<file path="config.mk">
export PLATFORM = sky130hd
export DESIGN_NAME = trackball_counter_bank
export DESIGN_NICKNAME = d
export VERILOG_FILES = /design/src/rtl/trackball_pkg.sv /design/src/rtl/tb_chan_decoder.sv /design/src/rtl/trackball_counter_bank.sv
export SDC_FILE = /design/constraint.sdc
export NUM_CORES = 1
export LEC_CHECK = 0
export CAP_MARGIN = 20
export CORE_MARGIN = 5
export CORE_UTILIZATION = 50
export DETAILED_ROUTE_END_ITERATION = 6
export HOLD_SLACK_MARGIN = 0.02
export PLACE_DENSITY_LB_ADDON = 0.08
export SKIP_LAST_GASP = 1
export SYNTH_ARGS = -nofsm -noshare
export SYNTH_HDL_FRONTEND = slang
export SYNTH_SLANG_ARGS = --single-unit
</file>
<file path="constraint.sdc">
create_clock -name GCLK -period 4.8 [get_ports GCLK]
set_clock_uncertainty 0.1 [all_clocks]
set_input_delay 0.48 -clock GCLK [delete_from_list [all_inputs] [get_ports GCLK]]
set_output_delay 0.48 -clock GCLK [all_outputs]
set_load 0.005 [all_outputs]
</file>
<file path="src/rtl/trackball_pkg.sv">
// Shared types and helpers for the trackball counter bank: per-line state,
// synchroniser depth and parameter legality limits.
package trackball_pkg;

  localparam int unsigned SYNC_STAGES  = 2;
  localparam int unsigned HIST_MAX_W   = 16;
  localparam int unsigned DIV_MIN      = 2;
  localparam int unsigned FILT_LEN_MIN = 1;

  // One raw input line: synchroniser, tick history, filtered level, level at previous tick
  typedef struct packed {
    logic [SYNC_STAGES-1:0] sync;
    logic [HIST_MAX_W-1:0]  hist;
    logic                   filt;
    logic                   prev;
  } chan_state_t;

  function automatic bit params_legal(input int unsigned div, input int unsigned filt_len,
                                      input int unsigned nchan);
    return (div >= DIV_MIN) && (filt_len >= FILT_LEN_MIN) && (filt_len <= HIST_MAX_W) &&
           (nchan >= 1);
  endfunction

  // Next state of one line; history bits above the filter length stay zero via mask
  function automatic chan_state_t line_step(input chan_state_t s, input logic raw,
                                            input logic tick, input logic [HIST_MAX_W-1:0] mask);
    chan_state_t           n;
    logic [HIST_MAX_W-1:0] h;
    n      = s;
    h      = '0;
    n.sync = {s.sync[SYNC_STAGES-2:0], raw};
    if (tick) begin
      h      = ((s.hist << 1) | HIST_MAX_W'(s.sync[SYNC_STAGES-1])) & mask;
      n.hist = h;
      n.prev = s.filt;
      if (&(h | ~mask)) n.filt = 1'b1;
      else if (h == '0) n.filt = 1'b0;
    end
    return n;
  endfunction

endpackage

</file>
<file path="src/rtl/tb_chan_decoder.sv">
// One trackball channel: CLK/DIR sync and glitch filter, edge detect, up/down counter, clear.
// TRACKBALL_SAT_EN defined: counter saturates at signed limits instead of wrapping.
module tb_chan_decoder
  import trackball_pkg::*;
#(
  parameter int unsigned CNT_W    = 8,
  parameter int unsigned FILT_LEN = 3
) (
  input  logic             clk,
  input  logic             rst_n,
  input  logic             i_tick,
  input  logic             i_resoln,
  input  logic             i_clk_raw,
  input  logic             i_dir_raw,
  input  logic             i_clr,
  output logic [CNT_W-1:0] o_cnt
);

  localparam logic [HIST_MAX_W-1:0] HIST_MASK = HIST_MAX_W'((64'd1 << FILT_LEN) - 64'd1);
`ifdef TRACKBALL_SAT_EN
  localparam logic [CNT_W-1:0] CNT_SMAX = {1'b0, {(CNT_W-1){1'b1}}};
  localparam logic [CNT_W-1:0] CNT_SMIN = {1'b1, {(CNT_W-1){1'b0}}};
`endif

  chan_state_t      r_clk_st;
  chan_state_t      r_dir_st;
  logic [CNT_W-1:0] r_cnt;
  logic [CNT_W-1:0] w_cnt_nxt;
  logic             w_evt;

  always_ff @(posedge clk or negedge rst_n) begin
    if (!rst_n) begin
      r_clk_st <= '0;
      r_dir_st <= '0;
    end else begin
      r_clk_st <= line_step(r_clk_st, i_clk_raw, i_tick, HIST_MASK);
      r_dir_st <= line_step(r_dir_st, i_dir_raw, i_tick, HIST_MASK);
    end
  end

  // Filtered CLK change since the previous tick; rising only in x1 resolution
  assign w_evt = i_tick & (i_resoln ? (r_clk_st.filt & ~r_clk_st.prev)
                                    : (r_clk_st.filt ^ r_clk_st.prev));

  always_comb begin
    w_cnt_nxt = r_cnt;
    if (w_evt) begin
`ifdef TRACKBALL_SAT_EN
      if (r_dir_st.filt) begin
        if (r_cnt != CNT_SMAX) w_cnt_nxt = r_cnt + CNT_W'(1);
      end else if (r_cnt != CNT_SMIN) begin
        w_cnt_nxt = r_cnt - CNT_W'(1);
      end
`else
      w_cnt_nxt = r_dir_st.filt ? r_cnt + CNT_W'(1) : r_cnt - CNT_W'(1);
`endif
    end
  end

  // Clear has priority over a coincident event
  always_ff @(posedge clk or negedge rst_n) begin
    if (!rst_n)     r_cnt <= '0;
    else if (i_clr) r_cnt <= '0;
    else            r_cnt <= w_cnt_nxt;
  end

  assign o_cnt = r_cnt;

endmodule

</file>
<file path="src/rtl/trackball_counter_bank.sv">
// N-channel trackball motion counter bank: sample-tick prescaler, per-channel decoders, CPU read port.
// TRACKBALL_SAT_EN defined: counters saturate at 7F/80 (for CNT_W=8) instead of wrapping.
module trackball_counter_bank
  import trackball_pkg::*;
#(
  parameter  int unsigned NCHAN    = 4,
  parameter  int unsigned CNT_W    = 8,
  parameter  int unsigned DIV      = 115,
  parameter  int unsigned FILT_LEN = 3,
  localparam int unsigned AD_W     = (NCHAN > 1) ? $clog2(NCHAN) : 1
) (
  input  logic             GCLK,
  input  logic             RST_N,
  input  logic             CS,
  input  logic [AD_W-1:0]  AD,
  input  logic             CLR,
  input  logic             RESOLN,
  input  logic [NCHAN-1:0] CLKS,
  input  logic [NCHAN-1:0] DIRS,
  output logic [CNT_W-1:0] DB,
  output logic             TICK
);

  localparam int unsigned DIV_W = $clog2(DIV);
  localparam int unsigned NSLOT = 1 << AD_W;

  if (!params_legal(DIV, FILT_LEN, NCHAN)) begin : g_bad_params
    $error("trackball_counter_bank: illegal DIV/FILT_LEN/NCHAN");
  end

  logic [DIV_W-1:0] r_div;
  logic [DIV_W-1:0] w_div_nxt;
  logic             r_tick;
  logic [CNT_W-1:0] r_db;
  logic [CNT_W-1:0] w_cnt [NSLOT];

  assign w_div_nxt = (r_div == DIV_W'(DIV - 1)) ? '0 : r_div + DIV_W'(1);

  // TICK is high exactly while the prescaler sits at DIV-1
  always_ff @(posedge GCLK or negedge RST_N) begin
    if (!RST_N) begin
      r_div  <= '0;
      r_tick <= 1'b0;
    end else begin
      r_div  <= w_div_nxt;
      r_tick <= (w_div_nxt == DIV_W'(DIV - 1));
    end
  end

  assign TICK = r_tick;

  // Address slots beyond NCHAN read as zero and have no counter to clear
  for (genvar i = 0; i < NSLOT; i++) begin : g_slot
    if (i < NCHAN) begin : g_chan
      tb_chan_decoder #(
        .CNT_W    (CNT_W),
        .FILT_LEN (FILT_LEN)
      ) u_chan (
        .clk       (GCLK),
        .rst_n     (RST_N),
        .i_tick    (r_tick),
        .i_resoln  (RESOLN),
        .i_clk_raw (CLKS[i]),
        .i_dir_raw (DIRS[i]),
        .i_clr     (~CS & CLR & (AD == AD_W'(i))),
        .o_cnt     (w_cnt[i])
      );
    end else begin : g_empty
      assign w_cnt[i] = '0;
    end
  end

  always_ff @(posedge GCLK or negedge RST_N) begin
    if (!RST_N)   r_db <= '0;
    else if (!CS) r_db <= w_cnt[AD];
  end

  assign DB = r_db;

endmodule

</file>
==> flow_summary.toml, run 1 <==
[timing]
worstMarginPinSlew_ns = 0.956
final_min_period_over_clock_period_pct = 53.9
rsz0062_at_grt = "no"
tns_ns = 0
final-max-slew-violation-count = 0
timing.max_slew.rel_slack_pct = 36.2
finalHoldViolations = 0
finalSetupViolations = 0
finalCriticalPeriod_ns = 2.59
timing.fmax_mhz = 386

[critical_path]
r2r-end = "g_slot[0].g_chan.u_chan.o_cnt[7]$_DFFE_PN0P_"
reg2regPathDepth = 7
critical_path_required_ns = 4.98
critical_path.endpoint_type = "flop"
path_max_fanout = 9
critical_path_arrival_ns = 2.77
critPathLaunchType = "flop"
timing.reg2reg.setup_slack_ns = 2.21
regToRegStartpoint = "g_slot[0].g_chan.u_chan.r_dir_st[1]$_DFFE_PN0P_"
worstSetupPathType = "reg2reg"

[logic_synthesis]
post_synth_instance_area_mm2 = 0.00503
syn_inst = 484
mean_post_synth_cell_area_um2 = 10.4
dominantRegCellSynth = "dfrtp_1"
synth_cell_type_count = 43
ys_seq_elements = 92
asyncSetResetFlopFracSynth_pct = 100
yosysWarnings = 0
synth.yosys.seq_area_share_pct = 45.7
synthesis.nets = 533
synth-edff-count = 0

[final_layout]
antenna_cells = 0
layout-drive-gt1-share_pct = 11.1
layout.cells.most_common = "dfrtp_1"
seq_area_mm2 = 0.00230
nFillCells = 882
multi_input_comb_area_mm2 = 0.00259
design_area_mm2 = 0.00561
most-common-layout-cells = "92 x dfrtp_1, 54 x nor2_1, 33 x a21oi_1, 30 x ha_1"
syn_to_final_growth_pct = 11.5
nets = 559

[clock_network]
number_of_sinks_handled_by_clock_tree_synthesis = 92
worst_skew_late_latency_ns = 0.36
tritoncts = "done"
worst_setup_hold_path_clk_slew_ns = 0.09
cts_buffers = 9
clockRootBuffer = "clkbuf_8"
cts.path.max_buffers = 2
post_cts_resized = 0
cts-htree-levels = 3

[power]
power_density_mw_per_mm2 = 246
vdd.ir_drop.worst_mv = 0.150
power.leakage_nw = 2.47

[drt]
detail-route-antenna-nets = 0
initialDrtViolationCount = 142
firstDrtPassIters = 4
avgViaCountPerCell = 5.76
routed-via-count = 3729
wirelength_um = 9980
drt_drc_violations_left = 0
route.detailed.wl_per_inst_um = 15.4

[global_routing]
first_pass_grt_wire_length_um = 17000
grt.overflow.total = 0
grt_antenna_before_repair = 0
grt_start_max_net_pins = 59
globalRouteTotalUtil_pct = 18.1
first_global_vias = 3608

[floorplanning]
num_rows = 36
initial_utilization_pct = 51.5
die-height_um = 110
ios = 24
core_area_mm2 = 0.00977
die_width_um = 110
fp.dieArea_mm2 = 0.0122

[hold_path]
timing.hold.worst.start = "g_slot[2].g_chan.u_chan.r_clk_st[18]$_DFF_PN0_"
hold-path-endpoint = "g_slot[2].g_chan.u_chan.r_clk_st[19]$_DFF_PN0_"
min-delay-path-class = "reg2reg"
holdPathStages = 0

[job]
cap_viol_max_count = 0

[placed_design]
placement.cell_area_mm2 = 0.00539
place_hpwl_um = 7410
io_buffers = 23
globalplace.congestion = 0.801

[run_status]
outcome = "finished clean"
[state kept, by name, indices dropped and copies added (netlist names)]
register / count
g_slot.g_chan.u_chan.r_clk_st: 24
r_div: 7
g_slot.g_chan.u_chan.o_cnt: 32
g_slot.g_chan.u_chan.r_dir_st: 20
TICK: 1
DB: 8
[power breakdown]
part           leakage (nW)  switching [W]  internal [W]
combinational          1.14      0.0000436     0.0000301
clock                0.0923       0.000276      0.000242
sequential             1.23     0.00000539      0.000784
total                  2.47       0.000325       0.00106
[worst max-delay path by stage]
stage / cells after the start / endpoint / startpoint / slack (ns)
3_3_place_gp: 6 / g_slot[2].g_chan.u_chan.o_cnt[6]$_DFFE_PN0P_ / CS / 1.82
3_5_place_dp: 6 / g_slot[2].g_chan.u_chan.o_cnt[5]$_DFFE_PN0P_ / CS / 1.72
2_1_floorplan: 7 / g_slot[0].g_chan.u_chan.o_cnt[7]$_DFFE_PN0P_ / g_slot[0].g_chan.u_chan.r_dir_st[1]$_DFFE_PN0P_ / 2.49
4_1_cts: 6 / g_slot[2].g_chan.u_chan.o_cnt[5]$_DFFE_PN0P_ / CS / 2.10
6_report: 7 / g_slot[0].g_chan.u_chan.o_cnt[7]$_DFFE_PN0P_ / g_slot[0].g_chan.u_chan.r_dir_st[1]$_DFFE_PN0P_ / 2.21
5_1_grt: 7 / g_slot[0].g_chan.u_chan.o_cnt[7]$_DFFE_PN0P_ / g_slot[0].g_chan.u_chan.r_dir_st[1]$_DFFE_PN0P_ / 2.01
[metrics by stage]
step	worst slack, ns	power [W]	hold WS, ns	util, %	cells
after floorplan	2.49	0.000839	0.0844	-	484
after global placement	1.82	0.000877	0.233	55.2	629
after detailed placement	1.72	0.000879	0.235	55.2	629
after CTS	2.10	0.00141	0.258	57.3	645
after global routing	2.01	0.00145	0.271	57.4	647
final	2.21	0.00138	0.253	57.4	647
[worst max-delay path, stage by stage, from the launching register on]
cell and delay [ns]:
dfrtp_1 0.42, inv_1 0.26, ha_1 0.30, a211oi_1 0.38, o21bai_1 0.18, o221a_1 0.24, or4_1 0.46, a21oi_1 0.16
[routing by layer]
metal	track usage [%]	share of wire (%)	vias to the layer above
li1	-	-	1849
met1	23.5	47	1812
met2	30.1	48	52
met3	3.67	3.0	16
met4	6.33	1.9	0
met5	0	0	-
[area by class of cell]
cell class / instances / share of cell area [%]
Clock buffer: 9 / 2.21
Tap cell: 133 / 2.97
Multi-Input combinational cell: 358 / 46.1
Sequential cell: 92 / 41.0
Clock inverter: 6 / 1.27
Timing Repair Buffer: 32 / 5.31
Inverter: 17 / 1.14
[what timing repair did]
item | in CTS | in global routing
buffers inserted | 0 | 0
setup endpoints to repair | 0 | 0
endpoints found under the hold margin | 34 | 0
hold buffers | 1 | 0
[logic make-up (layout without fill, tap and decap cells)]
| family | Yosys count | in the layout | synth area share, % |
|---|---|---|---|
| flip-flops | 92 | 92 | 45.7 |
| buffers and inverters | 34 | 64 | 2.88 |
| AO/OA/AOI/OAI | 124 | 124 | 15.5 |
| multiplexers | 32 | 32 | 8.90 |
| XOR/XNOR | 7 | 7 | 1.22 |
| AND/OR/NAND/NOR | 161 | 161 | 16.7 |
| adder cells (fa/ha/maj) | 34 | 34 | 9.05 |
[cell usage after synthesis (all sizes together), types with 6 or more instances]
cell type,n,area share [%]
xnor2,6,1.0
nor2,54,4.0
a21oi,33,3.3
mux2,22,4.9
ha,30,7.5
o21ai,31,3.2
or4,12,1.8
nand3,12,1.2
dfrtp,92,46
nor3,16,1.6
a31oi,13,1.6
a211oi,16,2.4
inv,17,1.3
clkbuf,13,0.97
o21a,12,1.8
nand2,26,1.9
mux4,8,3.6
nor4b,15,2.6
nor2b,9,1.1
No activity file was read; power rests on OpenSTA's default activity.
==> inputs of run 2 (changes only) <==
==> constraint.sdc (replaced) <==
create_clock -name GCLK -period 2.24 [get_ports GCLK]
set_clock_uncertainty 0.1 [all_clocks]
set_input_delay 0.224 -clock GCLK [delete_from_list [all_inputs] [get_ports GCLK]]
set_output_delay 0.224 -clock GCLK [all_outputs]
set_load 0.005 [all_outputs]
==> flow_summary.toml, run 2 (synthesis gave the netlist of run 1 again) <==
[run_status]
outcome = "finished, violations left"
violations = "setup timing"

[final_layout]
design_area_mm2 = 0.00613
syn_to_final_growth_pct = 21.8
most-common-layout-cells = "92 x dfrtp_1, 57 x buf_4, 54 x nor2_1, 31 x a21oi_1, 26 x nand2_1"
nets = 610
fin_cells = 697
largest_register_ff_count = 32
utilization_after_layout_pct = 62.7
antenna_cells = 0
layout-drive-gt1-share_pct = 23.2
layout.cells.most_common = "dfrtp_1"

[global_routing]
globalRouteTotalUtil_pct = 18.9
first_pass_grt_wire_length_um = 17900
grt_start_max_net_pins = 41
grt_antenna_before_repair = 0
grt.overflow.total = 0
first_global_vias = 3829

[critical_path]
critPathBufInv = 1
worstSetupPathType = "reg2reg"
crit_path_cell_trace = "inv_4 > ha_2 > o21a_1 > o21a_1 > o221a_1 > or4_1 > a21oi_2"
critical_path.endpoint_type = "flop"
path_max_fanout = 9
cp_slowest_cell = "or4_1"
path_delay_family = "compound AO/OA/AOI/OAI gates"
critical_path_arrival_ns = 2.43
critical_path_required_ns = 2.43
critical-path-top-cell-by-count = "o21a_1"
critPathMaxStageDelay_ns = 0.48
critPathLaunchType = "flop"

[drt]
initialDrtViolationCount = 166
avgViaCountPerCell = 5.57
route.detailed.wl_per_inst_um = 14.9
routed-via-count = 3881
firstDrtPassIters = 5
detail-route-antenna-nets = 0
drt_drc_violations_left = 0
wirelength_um = 10400

[timing]
hold_slack_ns = 0.195
finalHoldViolations = 0
finalCriticalPeriod_ns = 2.25
final_min_period_over_clock_period_pct = 100
timing.fmax_mhz = 445
timing.max_slew.rel_slack_pct = 70.5
post-route-worst-setup-slack_ns = -0.00921
rsz0062_at_grt = "yes"
final-max-slew-violation-count = 0
worstMarginPinSlew_ns = 0.432
finalSetupViolations = 1

[floorplanning]
ios = 24
initial_utilization_pct = 51.5
die_width_um = 110
die-height_um = 110
num_rows = 36
core_area_mm2 = 0.00977
fp.dieArea_mm2 = 0.0122

[placed_design]
placement.cell_area_mm2 = 0.00580
placedCellCount = 679
place_hpwl_um = 7960
io_buffers = 23
globalplace.congestion = 0.837

[power]
vdd.ir_drop.worst_mv = 0.482
fin_total_pwr_w = 0.00305
power_density_mw_per_mm2 = 497
power.leakage_nw = 2.75

[hold_path]
min-delay-path-class = "in2reg"

[clock_network]
cts_buffers = 9
worst_setup_hold_path_clk_slew_ns = 0.09
cts.path.max_buffers = 2
worst_skew_late_latency_ns = 0.36
tritoncts = "done"
number_of_sinks_handled_by_clock_tree_synthesis = 92
clockRootBuffer = "clkbuf_8"
cts-htree-levels = 3

[job]
cap_viol_max_count = 0
-- run 2: repair_timing --
action / in CTS / in global routing
gates resized for setup: 9 / 22
buffers inserted: 0 / 3
endpoints found under the hold margin: 35 / 0
hold buffers: 1 / 0
pin swaps: 1 / 7
setup endpoints to repair: 4 / 8
-- run 2: cell type report --
class,count,area [um2]
clock inverter,4,76.3
sequential,92,2300
multi-input combinational,358,2670
fill,851,3640
inverter,17,73.8
timing repair buffer,83,718
clock buffer,10,128
tap,133,166
-- run 2: worst reg2reg max path, cell delays in order, from the launching register on --
cell and delay (ns):
dfrtp_1 0.42, inv_4 0.12, ha_2 0.30, o21a_1 0.19
o21a_1 0.18, o221a_1 0.25, or4_1 0.49, a21oi_2 0.14
-- run 2: power breakdown --
part           total [W]  switching, W  leakage, nW  internal (W)
logic           0.000185     0.0000992         1.42     0.0000854
clock network    0.00117      0.000555       0.0984      0.000619
registers        0.00169     0.0000115         1.23       0.00168
-- run 2: path summary, 6_finish.rpt --
check | from | endpoint | slack (ns) | cells past startpoint
worst max register to register | g_slot[1].g_chan.u_chan.r_dir_st[1]$_DFFE_PN0P_ | g_slot[1].g_chan.u_chan.o_cnt[7]$_DFFE_PN0P_ | -0.009 | 7
worst min-delay path | DIRS[3] | g_slot[3].g_chan.u_chan.r_dir_st[18]$_DFF_PN0_ | 0.20 | 1
max in group asynchronous | RST_N | g_slot[0].g_chan.u_chan.r_clk_st[19]$_DFF_PN0_ | 1.12 | 3
min in group asynchronous | RST_N | g_slot[0].g_chan.u_chan.o_cnt[7]$_DFFE_PN0P_ | 0.22 | 2
worst max-delay path | g_slot[1].g_chan.u_chan.r_dir_st[1]$_DFFE_PN0P_ | g_slot[1].g_chan.u_chan.o_cnt[7]$_DFFE_PN0P_ | -0.009 | 7
worst min register to register | g_slot[2].g_chan.u_chan.r_dir_st[18]$_DFF_PN0_ | g_slot[2].g_chan.u_chan.r_dir_st[19]$_DFF_PN0_ | 0.25 | 0
-- run 2: metrics by stage --
step | setup TNS [ns] | setup WS, ns
CTS | -0.0171 | -0.0171
global route | -0.213 | -0.0997
detailed placement | -0.144 | -0.0806
global placement | -0.0137 | -0.0137
finish | -0.00921 | -0.00921
floorplan | 0 | 0.00168
-- run 2: metal layers --
layer | wire length, um | GRT usage, %
met1 | 4940 | 25.3
met2 | 4900 | 30.8
met3 | 357 | 4.02
met4 | 225 | 6.16
met5 | 0 | 0
